$ cat src/rtl/fetch_pc_controller_if.sv
// rtl/fetch_pc_controller_if.sv - instruction-memory and decode-side bus of the fetch PC controller
interface fetch_pc_controller_if #(
    parameter int ADDR_WIDTH = 32
);
    logic                  imem_req;
    logic [ADDR_WIDTH-1:0] imem_addr;
    logic                  imem_gnt;
    logic                  imem_rvalid;
    logic [31:0]           imem_rdata;
    logic                  if_valid;
    logic [ADDR_WIDTH-1:0] if_pc;
    logic [31:0]           if_instr;

    modport master (
        output imem_req, imem_addr,
        input  imem_gnt, imem_rvalid, imem_rdata,
        output if_valid, if_pc, if_instr
    );

    modport slave (
        input  imem_req, imem_addr,
        output imem_gnt, imem_rvalid, imem_rdata,
        input  if_valid, if_pc, if_instr
    );
endinterface

$ cat src/rtl/fetch_pc_controller.sv
// rtl/fetch_pc_controller.sv - program counter owner and single-outstanding instruction fetch sequencer
module fetch_pc_controller #(
    parameter int                    ADDR_WIDTH   = 32,
    parameter logic [ADDR_WIDTH-1:0] RESET_VECTOR = 32'h0000_1000
) (
    input  logic                  clk,
    input  logic                  rst,
    input  logic                  redirect_valid,
    input  logic [ADDR_WIDTH-1:0] redirect_addr,
    input  logic                  trap_valid,
    input  logic [ADDR_WIDTH-1:0] trap_addr,
    input  logic                  stall,
    fetch_pc_controller_if.master bus
);
    typedef enum logic [1:0] {IDLE, REQ, WAIT, HOLD} state_t;

    state_t                r_state, w_state_nxt;
    logic [ADDR_WIDTH-1:0] r_pc, w_pc_nxt;
    logic                  r_kill, w_kill_nxt;
    logic                  r_if_valid, w_if_valid_nxt;
    logic [ADDR_WIDTH-1:0] r_if_pc, w_if_pc_nxt;
    logic [31:0]           r_if_instr, w_if_instr_nxt;
    logic                  w_redirect;
    logic [ADDR_WIDTH-1:0] w_target_raw;
    logic [ADDR_WIDTH-1:0] w_target;

    assign w_redirect   = redirect_valid | trap_valid;
    assign w_target_raw = trap_valid ? trap_addr : redirect_addr;
    assign w_target     = {w_target_raw[ADDR_WIDTH-1:2], 2'b00};

    always_comb begin
        w_state_nxt    = r_state;
        w_pc_nxt       = r_pc;
        w_kill_nxt     = r_kill;
        w_if_valid_nxt = r_if_valid & stall;
        w_if_pc_nxt    = r_if_pc;
        w_if_instr_nxt = r_if_instr;

        case (r_state)
            IDLE: w_state_nxt = REQ;
            REQ: begin
                if (bus.imem_gnt) begin
                    w_state_nxt = WAIT;
                    // The stale address was accepted, so its response must be dropped later
                    if (w_redirect) w_kill_nxt = 1'b1;
                end
            end
            WAIT: begin
                if (bus.imem_rvalid) begin
                    w_state_nxt = REQ;
                    if (r_kill || w_redirect) begin
                        w_kill_nxt = 1'b0;
                    end else begin
                        w_if_valid_nxt = 1'b1;
                        w_if_pc_nxt    = r_pc;
                        w_if_instr_nxt = bus.imem_rdata;
                        w_pc_nxt       = r_pc + ADDR_WIDTH'(4);
                        // The new instruction fills the buffer; only refetch if decode drains it
                        if (stall) w_state_nxt = HOLD;
                    end
                end else if (w_redirect) begin
                    w_kill_nxt = 1'b1;
                end
            end
            HOLD: begin
                if (!r_if_valid || !stall) w_state_nxt = REQ;
            end
            default: w_state_nxt = IDLE;
        endcase

        if (w_redirect) begin
            w_pc_nxt       = w_target;
            w_if_valid_nxt = 1'b0;
            if (r_state == HOLD) w_state_nxt = REQ;
        end
    end

    always_ff @(posedge clk) begin
        if (!rst) begin
            r_state    <= IDLE;
            r_pc       <= RESET_VECTOR;
            r_kill     <= 1'b0;
            r_if_valid <= 1'b0;
            r_if_pc    <= '0;
            r_if_instr <= '0;
        end else begin
            r_state    <= w_state_nxt;
            r_pc       <= w_pc_nxt;
            r_kill     <= w_kill_nxt;
            r_if_valid <= w_if_valid_nxt;
            r_if_pc    <= w_if_pc_nxt;
            r_if_instr <= w_if_instr_nxt;
        end
    end

    assign bus.imem_req  = (r_state == REQ);
    assign bus.imem_addr = r_pc;
    assign bus.if_valid  = r_if_valid;
    assign bus.if_pc     = r_if_pc;
    assign bus.if_instr  = r_if_instr;
endmodule

$ cat src/flat_wrapper.sv
// flat-port wrapper written by rule: the top's interface ports become plain ports
module fetch_pc_controller_flat 
#(
    parameter int                    ADDR_WIDTH   = 32,
    parameter logic [ADDR_WIDTH-1:0] RESET_VECTOR = 32'h0000_1000
)
  (clk, rst, redirect_valid, redirect_addr, trap_valid, trap_addr, stall, bus_imem_req, bus_imem_addr, bus_imem_gnt, bus_imem_rvalid, bus_imem_rdata, bus_if_valid, bus_if_pc, bus_if_instr);
  fetch_pc_controller_if #(.ADDR_WIDTH(ADDR_WIDTH)) bus_i ();
  input  logic clk;
  input  logic rst;
  input  logic redirect_valid;
  input  logic [ADDR_WIDTH-1:0] redirect_addr;
  input  logic trap_valid;
  input  logic [ADDR_WIDTH-1:0] trap_addr;
  input  logic stall;
  output wire logic [$bits(bus_i.imem_req)-1:0] bus_imem_req;
  output wire logic [$bits(bus_i.imem_addr)-1:0] bus_imem_addr;
  input wire logic [$bits(bus_i.imem_gnt)-1:0] bus_imem_gnt;
  input wire logic [$bits(bus_i.imem_rvalid)-1:0] bus_imem_rvalid;
  input wire logic [$bits(bus_i.imem_rdata)-1:0] bus_imem_rdata;
  output wire logic [$bits(bus_i.if_valid)-1:0] bus_if_valid;
  output wire logic [$bits(bus_i.if_pc)-1:0] bus_if_pc;
  output wire logic [$bits(bus_i.if_instr)-1:0] bus_if_instr;
  assign bus_imem_req = bus_i.imem_req;
  assign bus_imem_addr = bus_i.imem_addr;
  assign bus_i.imem_gnt = bus_imem_gnt;
  assign bus_i.imem_rvalid = bus_imem_rvalid;
  assign bus_i.imem_rdata = bus_imem_rdata;
  assign bus_if_valid = bus_i.if_valid;
  assign bus_if_pc = bus_i.if_pc;
  assign bus_if_instr = bus_i.if_instr;
  fetch_pc_controller #(.ADDR_WIDTH(ADDR_WIDTH), .RESET_VECTOR(RESET_VECTOR)) u_core (.clk(clk), .rst(rst), .redirect_valid(redirect_valid), .redirect_addr(redirect_addr), .trap_valid(trap_valid), .trap_addr(trap_addr), .stall(stall), .bus(bus_i));
endmodule
$ cat config.mk
export PLATFORM = sky130hd
export DESIGN_NAME = fetch_pc_controller_flat
export DESIGN_NICKNAME = d
export VERILOG_FILES = /design/src/rtl/fetch_pc_controller_if.sv /design/src/rtl/fetch_pc_controller.sv /design/src/flat_wrapper.sv
export SDC_FILE = /design/constraint.sdc
export NUM_CORES = 1
export LEC_CHECK = 0
export BUFFER_PORTS_ARGS = -buffer_cell sky130_fd_sc_hd__buf_2
export CAP_MARGIN = 15
export CORE_ASPECT_RATIO = 0.8
export CORE_UTILIZATION = 29
export DETAILED_ROUTE_END_ITERATION = 8
export SLEW_MARGIN = 10
export SYNTH_ARGS = -nofsm -noshare
export SYNTH_HDL_FRONTEND = slang
export SYNTH_SLANG_ARGS = --single-unit
$ cat constraint.sdc
create_clock -name clk -period 4.8 [get_ports clk]
set_input_delay 0.24 -clock clk [delete_from_list [all_inputs] [get_ports clk]]
set_output_delay 0.24 -clock clk [all_outputs]
set_load 0.02 [all_outputs]
# Word-level counts from Yosys, hierarchy flattened
# Index checks and enable logic that the tools add are counted.
# op_classes
n_addsub	1
mul	0
div_mod_pow	0
magnitude_cmp	0
eq_ne	6
n_shift	0
mux	21
n_bitwise	4
n_reduce_logical	12
# ops
operator	count
32-bit two-way mux	5
32-bit by 3-bit adder with 32-bit output (second input constant)	1
2-bit two-way mux	7
3-bit AND reduction	3
2-bit case mux with 4 select lines	1
1-bit two-way mux	7
2-bit nonzero test	3
2-bit equality test (second input constant)	2
2-bit by 1-bit inequality test with 1-bit output (second input constant)	2
3-bit by 2-bit inequality test with 1-bit output (second input constant)	1
2-bit by 1-bit equality test with 1-bit output (second input constant)	1
1-bit zero test	2
2-bit zero test	1
1-bit logical OR	2
1-bit inverter	2
1-bit case mux with 2 select lines	1
2-bit OR reduction	1
1-bit bitwise AND	1
1-bit OR	1
# totals
register_bits	100
latch_bits	0
ram_bits	0
romBits	0
input_bits	103
out_inout_bits	98
elab_cells	51
n_memories	0

# Logic depth before layout (Yosys ltp)
# logic_depth
depth_word	7
mapped_depth	7

# Least setup slack after synthesis
# No wires, ideal clock.
# synth_timing
path_kind	reg-to-reg
start	register u_core.r_pc[2] (netlist: u_core.bus.imem_addr[2])
end	register u_core.r_pc[18] (netlist: u_core.bus.imem_addr[18])
setup_ns	0.119
t_arrival_ns	1.744
required_ns	4.681
slack_ns	2.937
stages_incl_launch_ff	7
path_buffers	0
period_less_slack_ns	1.863
path_cell_list	dfxtp_1 > ha_1 > nand4_1 > nor2_1 > and4_1 > a31oi_1 > o221a_2
# synth_between
elab_chain_cells	5
# synth_lines
item	line	text
from (decl)	fetch_pc_controller.sv:18	logic [ADDR_WIDTH-1:0] r_pc, w_pc_nxt;
from (signal assigned)	fetch_pc_controller.sv:88	r_pc <= w_pc_nxt;
32-bit by 3-bit adder with 32-bit output	fetch_pc_controller.sv:57	w_pc_nxt = r_pc + ADDR_WIDTH'(4);
32-bit two-way mux	fetch_pc_controller.sv:51	if (r_kill || w_redirect) begin
32-bit two-way mux	fetch_pc_controller.sv:49	if (bus.imem_rvalid) begin
32-bit two-way mux	fetch_pc_controller.sv:39	case (r_state)
32-bit two-way mux	fetch_pc_controller.sv:71	if (w_redirect) begin
# Every way passes these cells. The select of a mux whose other input is x is not followed.
# A chain may end at the register's enable or synchronous reset.

# Final worst setup path
# layout_timing
start	register u_core.r_state[1]
end	register u_core.r_if_pc[4] (netlist: u_core.bus.if_pc[4])
# layout_between
elab_chain_cells	2
# layout_lines
item	line	text
from (decl)	fetch_pc_controller.sv:17	state_t r_state, w_state_nxt;
from (signal assigned)	fetch_pc_controller.sv:87	r_state <= w_state_nxt;
2-bit equality test	fetch_pc_controller.sv:39	
3-bit AND reduction (no line)	n/a	
to (signal assigned)	fetch_pc_controller.sv:91	r_if_pc <= w_if_pc_nxt;
to (decl)	fetch_pc_controller.sv:21	logic [ADDR_WIDTH-1:0] r_if_pc, w_if_pc_nxt;
# Every way passes these cells.

==> impl_metrics.ini <==
[run_status]
outcome = finished clean

[placement]
gp_congestion = 0.831
io_buffer_count = 192
dp.cells = 914
dpl.hpwl_mm = 10.9

[synth]
synth_top_area_share_pct = 43.7
yosysSeqAreaShare_pct = 43.7
yosys_register_bits = 96
syn_area_um2 = 4400
synth_edf_count = 0
avgSynthCellArea_um2 = 7.69
yosys_most_used_dff = dfxtp_1
synth_area_leader_cell = dfxtp_1
synth.most_common_cell = nand2_1
synth_cell_types = 58
async_flop_share_pct = 0
synth_common_cells = 152 x nand2_1, 96 x dfxtp_1, 92 x a21oi_1
syn_inst = 572
synth_warnings = 0
yosys-top-cells-area = dfxtp_1 44%, nand2_1 13%, a21oi_1 10%

[clock_tree]
postCtsSetupRepairBufs = 0
post_cts_resized = 0
clock_path_buffers = 2
insertion_delay_ns = 0.34
clock-root-buffer = clkbuf_16
tritoncts.num_buffers = 9
clock_sinks = 96
clk_pin_slew_worst_paths_ns = 0.07
htree_num_levels = 3
tritoncts = yes
holdBufCountCts = 0

[setup_path]
worstPathRequired_ns = 5.06
critical_path_class = reg2reg
cp-start-kind = flop
crit_arrival_ns = 2.71
cp-end-kind = flop
r2r_slack_ns = 2.35
worstPathMaxFanout = 42

[power]
power_frac_clock_pct = 39.5
power.leakage_nw = 2.42
powerDensity_nw_per_um2 = 302
power_w = 0.00173
power.internal_w = 0.00126
switching_power_w = 0.000469
swShare_pct = 27.1
pwr-share-comb_pct = 11.2
peakVddDrop_uv = 174
seq_power_share_pct = 49.3

[drt]
dr.pass1.iters = 5
wirelength_mm = 15.4
wl_per_cell_um = 16.6
drc = 0
vias_per_cell = 5.13
postRouteAntennaNets = 0
vias = 4774
drt-initial-drc-count = 287

[sta]
clock.fmax_ghz = 0.408
rsz0062_at_grt = no
hold_viol_final = 0
clock_skew_ns = 0.00752
post-route-period-util_pct = 51.0
whs_ns = 0.129
tightestPinTransition_ns = 1.01
finalSetupViolCount = 0
fin_tns_setup_ns = 0
drv_slew = 0
slew_headroom_pct = 32.7
period_needed_ns = 2.45

[die]
start_util_pct = 30.3
core_um2 = 14500
pin_count = 201
die_w_um = 140
die_h_um = 112
dieArea_um2 = 15700
rows = 39

[flow_run]
drv_cap = 0

[finish]
final_cells = 930
syn_to_final_growth_pct = 30.4
multi_input_area_um2 = 2280
post-route-util_pct = 39.5
fin_nets = 845
nFillCells = 1554
antennaDiodeCount = 0
drive_above_1_share_pct = 30.4
ff_latch_area_um2 = 1920

[worst_hold_path]
hold_path_class = in2reg

[grt]
grt_max_degree = 46
grt_pass1_wl_mm = 24.2
grt_pass1_vias = 4352
grt_use_total_pct = 19.8
gr-total-overflow = 0
antenna_found_initial = 2
-- per-stage QoR --
| stage | instance area, um^2 | worst slack, ns |
|---|---|---|
| 4_1_cts | 5740 | 2.30 |
| 3_5_place_dp | 5460 | 2.07 |
| 6_report | 5740 | 2.35 |
| 5_1_grt | 5740 | 2.09 |
| 3_3_place_gp | 5460 | 2.09 |
| 2_1_floorplan | 4410 | 2.94 |
-- flip-flops by register name (all words and copies together) (netlist names) --
register and count:
u_core.bus.if_instr 32, u_core.bus.if_pc 30, u_core.bus.imem_addr 30, u_core.r_state 2, u_core.bus.if_valid 1, u_core.r_kill 1
-- cell type report --
cell class                      count  share of cell area, %
Clock buffer                       11                   4.23
Clock inverter                      5                  0.567
Inverter                            9                  0.589
Multi-Input combinational cell    428                   39.7
Sequential cell                    96                   33.5
Tap cell                          184                   4.01
Timing Repair Buffer              197                   17.4
-- worst paths after layout --
check	from	to	depth (start not counted)
max	u_core.r_state[1]	u_core.bus.if_pc[4]	5
min reg2reg	u_core.bus.if_pc[8]	u_core.bus.if_pc[8]	2
max reg2reg	u_core.r_state[1]	u_core.bus.if_pc[4]	5
min	bus_imem_rdata[22]	u_core.bus.if_instr[22]	3
-- layer usage --
layer | global-route usage, % | share of wire, %
met5 | 0 | 0.18
met4 | 3.81 | 0.25
met3 | 5.42 | 7.9
met2 | 31.8 | 45
met1 | 26.7 | 47
-- placed cells by master (no fill, tap or decap), drive strengths merged, types with 9 or more instances in the layout --
cell type,synthesis,routed
nand4,13,13
a22oi,16,16
clkbuf,26,11
nor2,20,20
nand2,152,152
buf,16,197
nand3,16,16
a21oi,92,92
dfxtp,96,96
o21ai,22,22
inv,8,9
-- worst max-delay path, stage by stage, from the launching register on --
cell and delay (ns):
dfxtp_1 0.43, nand4bb_1 0.39, nor2_4 0.90, buf_4 0.40, nand2_1 0.11, a21oi_1 0.13
-- power groups by stage --
stage | clock [W] | sequential, W | combinational [W]
2_1_floorplan | 0 | 0.000877 | 0.0000936
3_3_place_gp | 0 | 0.000871 | 0.000192
3_5_place_dp | 0 | 0.000871 | 0.000193
4_1_cts | 0.000699 | 0.000853 | 0.000194
5_1_grt | 0.000733 | 0.000857 | 0.000213
6_report | 0.000683 | 0.000853 | 0.000193
-- kinds of logic after synthesis --
logic type | synth area share, %
AOI/OAI and AO/OA | 24.6
xor gates and xnor gates | 1.59
adders and majority gates | 0.284
buffers and inverters | 5.01
DFF | 43.7
muxes | 0.683
other | 0.0852
and+or+nand+nor | 24.1
Power figures use the tool's default switching activity.
